--- src/rtl/cache_cmd_arbiter.sv ---
// Arbitrates L1 and bus-snoop command queues onto a single cache command port.
// Snoops have priority, bounded by a streak limit; an L1 clear waits until no snoops remain.

module cache_cmd_fifo #(
    parameter int DEPTH = 4,
    parameter int DW    = 36
) (
    input  logic          clk,
    input  logic          rstb,
    input  logic          push_i,
    input  logic [DW-1:0] din_i,
    input  logic          pop_i,
    output logic [DW-1:0] dout_o,
    output logic          full_o,
    output logic          empty_o
);
    localparam int AW = $clog2(DEPTH);

    logic [DW-1:0] mem_q [DEPTH];
    logic [AW-1:0] wptr_q, rptr_q;
    logic [AW:0]   cnt_q, cnt_d;

    always_comb begin
        cnt_d = cnt_q;
        if (push_i && !pop_i) cnt_d = cnt_q + 1'b1;
        if (!push_i && pop_i) cnt_d = cnt_q - 1'b1;
    end

    always_ff @(posedge clk) begin
        if (rstb) begin
            wptr_q <= '0;
            rptr_q <= '0;
            cnt_q  <= '0;
        end else begin
            if (push_i) wptr_q <= wptr_q + 1'b1;
            if (pop_i)  rptr_q <= rptr_q + 1'b1;
            cnt_q <= cnt_d;
        end
    end

    // Storage needs no reset: the count alone decides what is valid.
    always_ff @(posedge clk) begin
        if (push_i) mem_q[wptr_q] <= din_i;
    end

    assign dout_o  = mem_q[rptr_q];
    assign full_o  = (cnt_q == (AW+1)'(DEPTH));
    assign empty_o = (cnt_q == '0);
endmodule

module cache_cmd_arbiter #(
    parameter int DEPTH          = 4,
    parameter int OP_CYCLES      = 3,
    parameter int MAX_SNP_STREAK = 4
) (
    input  logic        clk,
    input  logic        rstb,
    input  logic        l1_req_valid,
    input  logic [3:0]  l1_req_n,
    input  logic [31:0] l1_req_addr,
    output logic        l1_req_ready,
    input  logic        snp_req_valid,
    input  logic [3:0]  snp_req_n,
    input  logic [31:0] snp_req_addr,
    output logic        snp_req_ready,
    output logic        cache_valid,
    output logic [3:0]  cache_n,
    output logic [31:0] cache_address,
    output logic        grant_src,
    output logic        busy,
    output logic [15:0] issued_cntr,
    output logic [7:0]  bad_cmd_cntr
);
    localparam int CW = $clog2(OP_CYCLES) + 1;
    localparam int SW = $clog2(MAX_SNP_STREAK + 1) + 1;

    typedef enum logic [1:0] {IDLE, ISSUE, WAIT} state_t;

    state_t        state_q;
    logic          cv_q, src_q, busy_q;
    logic [3:0]    n_q;
    logic [31:0]   addr_q;
    logic [15:0]   issued_q;
    logic [7:0]    bad_q, bad_d;
    logic [SW-1:0] streak_q, streak_d;
    logic [CW-1:0] wait_q;

    logic        l1_full, l1_empty, snp_full, snp_empty;
    logic [35:0] l1_head, snp_head;
    logic        l1_acc, snp_acc, l1_legal, snp_legal;
    logic        l1_push, snp_push, l1_bad, snp_bad;
    logic        l1_elig, snp_elig, pick_snp, grant, l1_pop, snp_pop;
    logic [8:0]  bad_sum;

    assign l1_req_ready  = ~l1_full;
    assign snp_req_ready = ~snp_full;

    assign l1_acc    = l1_req_valid & l1_req_ready;
    assign snp_acc   = snp_req_valid & snp_req_ready;
    assign l1_legal  = l1_req_n inside {4'd0, 4'd1, 4'd2, 4'd8, 4'd9};
    assign snp_legal = snp_req_n inside {4'd3, 4'd4, 4'd5, 4'd6};
    assign l1_push   = l1_acc & l1_legal;
    assign snp_push  = snp_acc & snp_legal;
    assign l1_bad    = l1_acc & ~l1_legal;
    assign snp_bad   = snp_acc & ~snp_legal;

    cache_cmd_fifo #(.DEPTH(DEPTH), .DW(36)) u_l1_fifo (
        .clk     (clk),
        .rstb    (rstb),
        .push_i  (l1_push),
        .din_i   ({l1_req_n, l1_req_addr}),
        .pop_i   (l1_pop),
        .dout_o  (l1_head),
        .full_o  (l1_full),
        .empty_o (l1_empty)
    );

    cache_cmd_fifo #(.DEPTH(DEPTH), .DW(36)) u_snp_fifo (
        .clk     (clk),
        .rstb    (rstb),
        .push_i  (snp_push),
        .din_i   ({snp_req_n, snp_req_addr}),
        .pop_i   (snp_pop),
        .dout_o  (snp_head),
        .full_o  (snp_full),
        .empty_o (snp_empty)
    );

    // A clear must not overtake any snoop, including one landing this cycle.
    assign l1_elig  = ~l1_empty & ((l1_head[35:32] != 4'd8) | (snp_empty & ~snp_push));
    assign snp_elig = ~snp_empty;
    assign pick_snp = snp_elig & (~l1_elig | (streak_q != SW'(MAX_SNP_STREAK)));
    assign grant    = (state_q == IDLE) & (snp_elig | l1_elig);
    assign l1_pop   = grant & ~pick_snp;
    assign snp_pop  = grant & pick_snp;

    assign bad_sum = {1'b0, bad_q} + 9'(l1_bad) + 9'(snp_bad);
    assign bad_d   = bad_sum[8] ? 8'hFF : bad_sum[7:0];

    // Streak saturates so a long clear stall cannot wrap it below the limit.
    always_comb begin
        streak_d = '0;
        if (pick_snp && !l1_empty)
            streak_d = (streak_q == SW'(MAX_SNP_STREAK)) ? streak_q : streak_q + 1'b1;
    end

    always_ff @(posedge clk) begin
        if (rstb) begin
            state_q  <= IDLE;
            cv_q     <= 1'b0;
            n_q      <= '0;
            addr_q   <= '0;
            src_q    <= 1'b0;
            busy_q   <= 1'b0;
            issued_q <= '0;
            bad_q    <= '0;
            streak_q <= '0;
            wait_q   <= '0;
        end else begin
            bad_q <= bad_d;
            case (state_q)
                IDLE: begin
                    if (grant) begin
                        state_q  <= ISSUE;
                        cv_q     <= 1'b1;
                        busy_q   <= 1'b1;
                        n_q      <= pick_snp ? snp_head[35:32] : l1_head[35:32];
                        addr_q   <= pick_snp ? snp_head[31:0]  : l1_head[31:0];
                        src_q    <= pick_snp;
                        streak_q <= streak_d;
                    end
                end
                ISSUE: begin
                    state_q  <= WAIT;
                    cv_q     <= 1'b0;
                    issued_q <= issued_q + 1'b1;
                    wait_q   <= CW'(OP_CYCLES - 1);
                end
                WAIT: begin
                    if (wait_q == '0) begin
                        state_q <= IDLE;
                        busy_q  <= 1'b0;
                    end else begin
                        wait_q <= wait_q - 1'b1;
                    end
                end
                default: begin
                    state_q <= IDLE;
                    cv_q    <= 1'b0;
                    busy_q  <= 1'b0;
                end
            endcase
        end
    end

    assign cache_valid   = cv_q;
    assign cache_n       = n_q;
    assign cache_address = addr_q;
    assign grant_src     = src_q;
    assign busy          = busy_q;
    assign issued_cntr   = issued_q;
    assign bad_cmd_cntr  = bad_q;
endmodule

--- config.mk ---
export PLATFORM = sky130hd
export DESIGN_NAME = cache_cmd_arbiter
export DESIGN_NICKNAME = d
export VERILOG_FILES = /design/src/rtl/cache_cmd_arbiter.sv
export SDC_FILE = /design/constraint.sdc
export NUM_CORES = 1
export LEC_CHECK = 0
export ABC_AREA = 1
export ABC_CLOCK_PERIOD_IN_PS = 2700
export CORE_ASPECT_RATIO = 1.75
export CORE_MARGIN = 5
export CORE_UTILIZATION = 52
export CTS_CLUSTER_DIAMETER = 30
export CTS_CLUSTER_SIZE = 20
export DETAILED_ROUTE_END_ITERATION = 7
export PLACE_DENSITY = 0.76
export SKIP_CTS_REPAIR_TIMING = 1
export SLEW_MARGIN = 5
export SYNTH_ARGS = -nofsm -noshare
export SYNTH_HDL_FRONTEND = slang
export SYNTH_HIERARCHICAL = 1
export SYNTH_SLANG_ARGS = --single-unit
--- constraint.sdc ---
create_clock -name clk -period 2.7 [get_ports clk]
set_input_delay 0.27 -clock clk [delete_from_list [all_inputs] [get_ports clk]]
set_output_delay 0.27 -clock clk [all_outputs]
set_load 0.02 [all_outputs]
Word-level counts from Yosys, hierarchy flattened
Memory sizes are Yosys's and may differ from the RTL's. A register that Yosys moved wholly into a read port is not among the register bits.
Index checks and enable logic that the tools add are counted.
{"block": "totals", "reg_bits": 86, "mem_bits_rw": 288, "inputBits": 76, "out_inout_bits": 65, "word_cells": 128, "memories": 2}
{"block": "classes", "addsub": 13, "eq_ne": 19, "mux": 26, "bitwise": 26, "reduce_logical": 26}
{"memory": "u_l1_fifo.mem_q", "depth": 4, "width": 36, "read_ports": 1, "rd_ports_with_merged_regs": 1, "wr": 1, "line": "19", "rtl": "logic [DW-1:0] mem_q [DEPTH];"}
{"memory": "u_snp_fifo.mem_q", "depth": 4, "width": 36, "read_ports": 1, "rd_ports_with_merged_regs": 1, "wr": 1, "line": "19"}
{"cell": "$mux W32", "n": 1}
{"cell": "$add A16 B1 Y16 const B", "n": 1}
{"cell": "$eq A4 B3 Y1 const B", "n": 4}
{"cell": "$mux W3", "n": 5}
{"cell": "$and A1 B1 Y1", "n": 12}
{"cell": "$mux W2", "n": 6}
{"cell": "$mux W4", "n": 3}
{"cell": "$not A1 Y1", "n": 11}
{"cell": "$add A8 B1 Y9", "n": 1}
{"cell": "$add A9 B1 Y9", "n": 1}
{"cell": "$logic_not A3 Y1", "n": 3}
{"cell": "$sub A3 B1 Y3 const B", "n": 3}
{"cell": "$add A2 B1 Y2 const B", "n": 4}
{"cell": "$eq A4 B2 Y1 const B", "n": 2}
{"cell": "$eq A4 B4 Y1 const B", "n": 2}
{"cell": "$mux W8", "n": 1}
{"cell": "$ne A2 B2 Y1 const B", "n": 4}
{"cell": "$reduce_and A2 Y1", "n": 4}
{"cell": "$add A3 B1 Y3 const B", "n": 2}
{"cell": "$eq A3 B3 Y1 const B", "n": 2}
{"cell": "$mux W1", "n": 6}
{"cell": "$pmux W2 S3", "n": 1}
{"cell": "$pmux W3 S2", "n": 1}
{"cell": "$reduce_and A3 Y1", "n": 2}
{"cell": "other kinds (16)", "n": 28}

Logic depth before layout (Yosys ltp)
{"block": "logic_depth", "ltp_word": 17, "depth_mapped": 23, "mapped_depth_nobuf": 20}

Hierarchy
The synthesis kept the hierarchy.
{"mod": "cache_cmd_fifo", "n_inst": 2, "cells_per_inst": 406, "area_each_um2": 5811.8, "seq_area_each_um2": 4504.3}
{"mod": "cache_cmd_arbiter", "n_inst": 1, "cells_per_inst": 530, "area_each_um2": 3638.5, "seq_area_each_um2": 1441.4}

Worst setup path after synthesis
No wires, ideal clock.
{"block": "synth_path", "path_kind": "flip-flop to flip-flop", "startpoint": "register with a tool-made name", "endpoint": "register u_l1_fifo.cnt_q[2]", "setup_ps": 110, "arrival_time_ps": 2421, "t_required_ps": 2590, "slack_ps": 169, "stages_incl_launch_ff": 22, "n_path_buf": 3, "synth_period_minus_slack_ps": 2531, "cell_sequence": "dfxtp_1 buf_6 inv_6 buf_6 nor2_1 o22ai_1 nor2_1 nand2_1 inv_1 nand2_2 o2111ai_1 inv_2 buf_2 ha_1 inv_1 fa_1 inv_1 nand2_1 nand3_1 nand2_1 inv_1 nor2_1"}
{"element": "end signal, assigned", "line": "37", "rtl": "cnt_q <= cnt_d;"}
{"element": "end, declared", "line": "21", "rtl": "logic [AW:0] cnt_q, cnt_d;"}

==> results.json <==
{
  "status": "finished, final reports clean",
  "grt.total_usage_pct": 21.29,
  "gp_congestion": 0.8426,
  "r2r-end": "u_l1_fifo/cnt_q[2]",
  "power_leakage_nw": 6.664,
  "grt_max_degree": 73,
  "grt.overflow.total": 0,
  "fill_cells": 2193,
  "cpMaxStageDelayCell": "dfxtp_4",
  "drive_gt1_share_pct": 8.421,
  "worst_slew_pin_slew_ps": 699.1,
  "max-cap-violations": 0,
  "hold_start": "rstb",
  "post-route-min-period_ps": 2501,
  "syn_area_per_cell_um2": 11.37,
  "ys.flop_type": "edfxtp_1",
  "finalSetupViolations": 0,
  "dpl-instance-area_um2": 17030,
  "drv_slew": 0,
  "min_delay_worst_endpoint": "cache_n[3]",
  "grt_pass1_wl_mm": 55.62,
  "fin_skew_ps": 27.55,
  "rsz0062_at_grt": "no",
  "antenna_left": 0,
  "min_period_over_period_pct": 92.62,
  "wl_per_cell_um": 18.80,
  "hold_violations": 0,
  "netlist_instances": 1342,
  "max_freq_ghz": 0.3999,
  "syn_to_final_growth_pct": 20.65,
  "dieHeight_um": 236.6,
  "rrSetupSlack_ps": 200,
  "clk_path_buf_depth": 3,
  "min_path_cells": 2,
  "ys_top_cells_by_count": "edfxtp_1, nor2_1, nand2_1",
  "vdd_ir_drop_max_mv": 0.5810,
  "cts_buffers": 41,
  "die_w_um": 139.5,
  "hold_class": "in2reg",
  "ios": 141,
  "ys_seq_area_share_pct": 68.47,
  "cp-start-kind": "flip-flop",
  "cpPeakStageDelay_ps": 430,
  "yosys.area.top_type": "edfxtp_1",
  "wirelength_mm": 35.82,
  "synth_warnings": 6,
  "clock_latency_ps": 540,
  "first_pass_iters": 5,
  "yosys-top-cells-area": "edfxtp_1, dfxtp_1, nor2_1",
  "num_rows": 83,
  "die_area_um2": 33010,
  "place_ws_ps": -24.71,
  "final_area_um2": 18410,
  "clk_pin_slew_worst_paths_ps": 70,
  "via_per_inst": 5.563,
  "nets": 1583,
  "worstPathArrival_ps": 2980,
  "start_util_pct": 52.30,
  "port_buffers": 140,
  "worst_setup_path_end_kind": "flip-flop",
  "htree_levels": 2,
  "drc": 0,
  "cts_sinks": 378,
  "fin_cells": 1905,
  "hold-worst-slack_ps": 130.2,
  "cp_common_cell": "inv_1",
  "path_cells": "inv_6, o21ai_0, o22ai_1, inv_1, nor2_1, nand2_1, inv_1, nand2_2, o2111ai_1, inv_2, ha_1, inv_1, fa_1, nand2_1, nand3_1, nand2_1, inv_1, nor2_1",
  "relSlewSlack_pct": 53.40,
  "core_um2": 29180,
  "vias": 10597,
  "post-synth-top-count-cell": "edfxtp_1",
  "antenna_found_initial": 6,
  "syn-cell-area_um2": 15260,
  "first_global_vias": 10559,
  "synthArstFlopShare_pct": 0,
  "critPathKind": "reg2reg",
  "syn_nets": 1437,
  "cts-root-buf": "clkbuf_16",
  "fin_ws_ps": 199.2,
  "synth_top_area_share_pct": 56.67,
  "dp_hpwl_mm": 22.97,
  "critPathMaxFanout": 12,
  "ys_seq_elements": 378,
  "reg2reg_depth": 18,
  "power_density_nw_per_um2": 957.8,
  "cts_tree": "built",
  "ys_types": 39,
  "drt_iter0_drc": 777,
  "synth_edf_count": 288,
  "worstPathRequired_ps": 3180,
  "post-place-cells": 1827
}
[cells in the final DEF (no fill, tap or decap), types with 6 or more instances in the layout]
cell type	count
clkbuf_16	41
nand4_1	41
edfxtp_1	288
o21ai_0	51
buf_12	9
nor2_1	180
buf_4	24
xor2_1	7
ha_1	16
nor3_1	6
dfxtp_1	87
nand3_1	21
clkinvlp_4	6
nand2_1	170
clkdlybuf4s50_1	139
o22ai_1	72
inv_1	110
inv_6	11
a21oi_1	67
o21ai_1	116
[registers in the layout, summed over array words and instances (netlist names), 4 cells and up, named ones only]
| name | flops |
|---|---|
| cache_address | 32 |
| bad_cmd_cntr | 8 |
| u_l1_fifo/mem_q | 144 |
| streak_q | 4 |
| cache_n | 4 |
| issued_cntr | 16 |
| u_snp_fifo/mem_q | 144 |
[metal layers]
| metal | share of wire (%) | track usage [%] | routed length (um) |
|---|---|---|---|
| met1 | 36 | 24.24 | 13030 |
| met5 | 0.12 | 0 | 43 |
| met3 | 6.4 | 4.082 | 2307 |
| met4 | 4.4 | 11.07 | 1590 |
| met2 | 53 | 37.76 | 18850 |
[cell families (layout without fill, tap and decap cells)]
family,after synthesis,in the layout,synth area share [%]
xor gates and xnor gates,10,10,0.5739
and+or+nand+nor,434,434,12.12
AOI/OAI and AO/OA,315,315,11.07
adders and majority gates,19,19,1.705
buffers and inverters,186,364,6.058
DFF,378,378,68.47
other,0,3,0
[worst max-delay path: cells and delay by family (launching register included)]
kind,cells,cell delay [ps]
simple gates,7,580
buf+inv,6,420
flops,1,430
compound gates,3,440
fa+ha+maj,2,540
[cell type report]
type / instances / area [um2] / share of cell area [%]
antenna: 3 / 7.507 / 0.04077
clock buffer: 46 / 1055 / 5.728
clock inverter: 29 / 312.8 / 1.699
inverter: 116 / 450.4 / 2.446
multi-input combinational: 778 / 3895 / 21.15
sequential: 378 / 10460 / 56.80
tap: 382 / 478.0 / 2.596
timing repair buffer: 173 / 1757 / 9.540
[worst max path at each step]
stage / slack [ps] / end
final: 200 / u_l1_fifo/cnt_q[2]
after detailed placement: -20 / bad_cmd_cntr[3]
after global routing: 50 / u_l1_fifo/cnt_q[2]
after floorplan: 170 / u_l1_fifo/cnt_q[2]
after CTS: 110 / u_snp_fifo/cnt_q[2]
after global placement: 50 / bad_cmd_cntr[4]
[through the flow]
stage / setup TNS, ps / total power [mW] / util [%]
floorplan: 0 / 10.66 / -
global placement: 0 / 12.01 / 58.37
detailed placement: -81.02 / 12.15 / 58.37
CTS: 0 / 17.72 / 63.05
global route: 0 / 18.52 / 63.10
finish: 0 / 17.64 / 63.10
[where the power goes]
part	internal, mW	switching [mW]
logic	1.75	3.36
clock network	3.13	2.41
registers	6.67	0.313
Power figures use the tool's default switching activity.
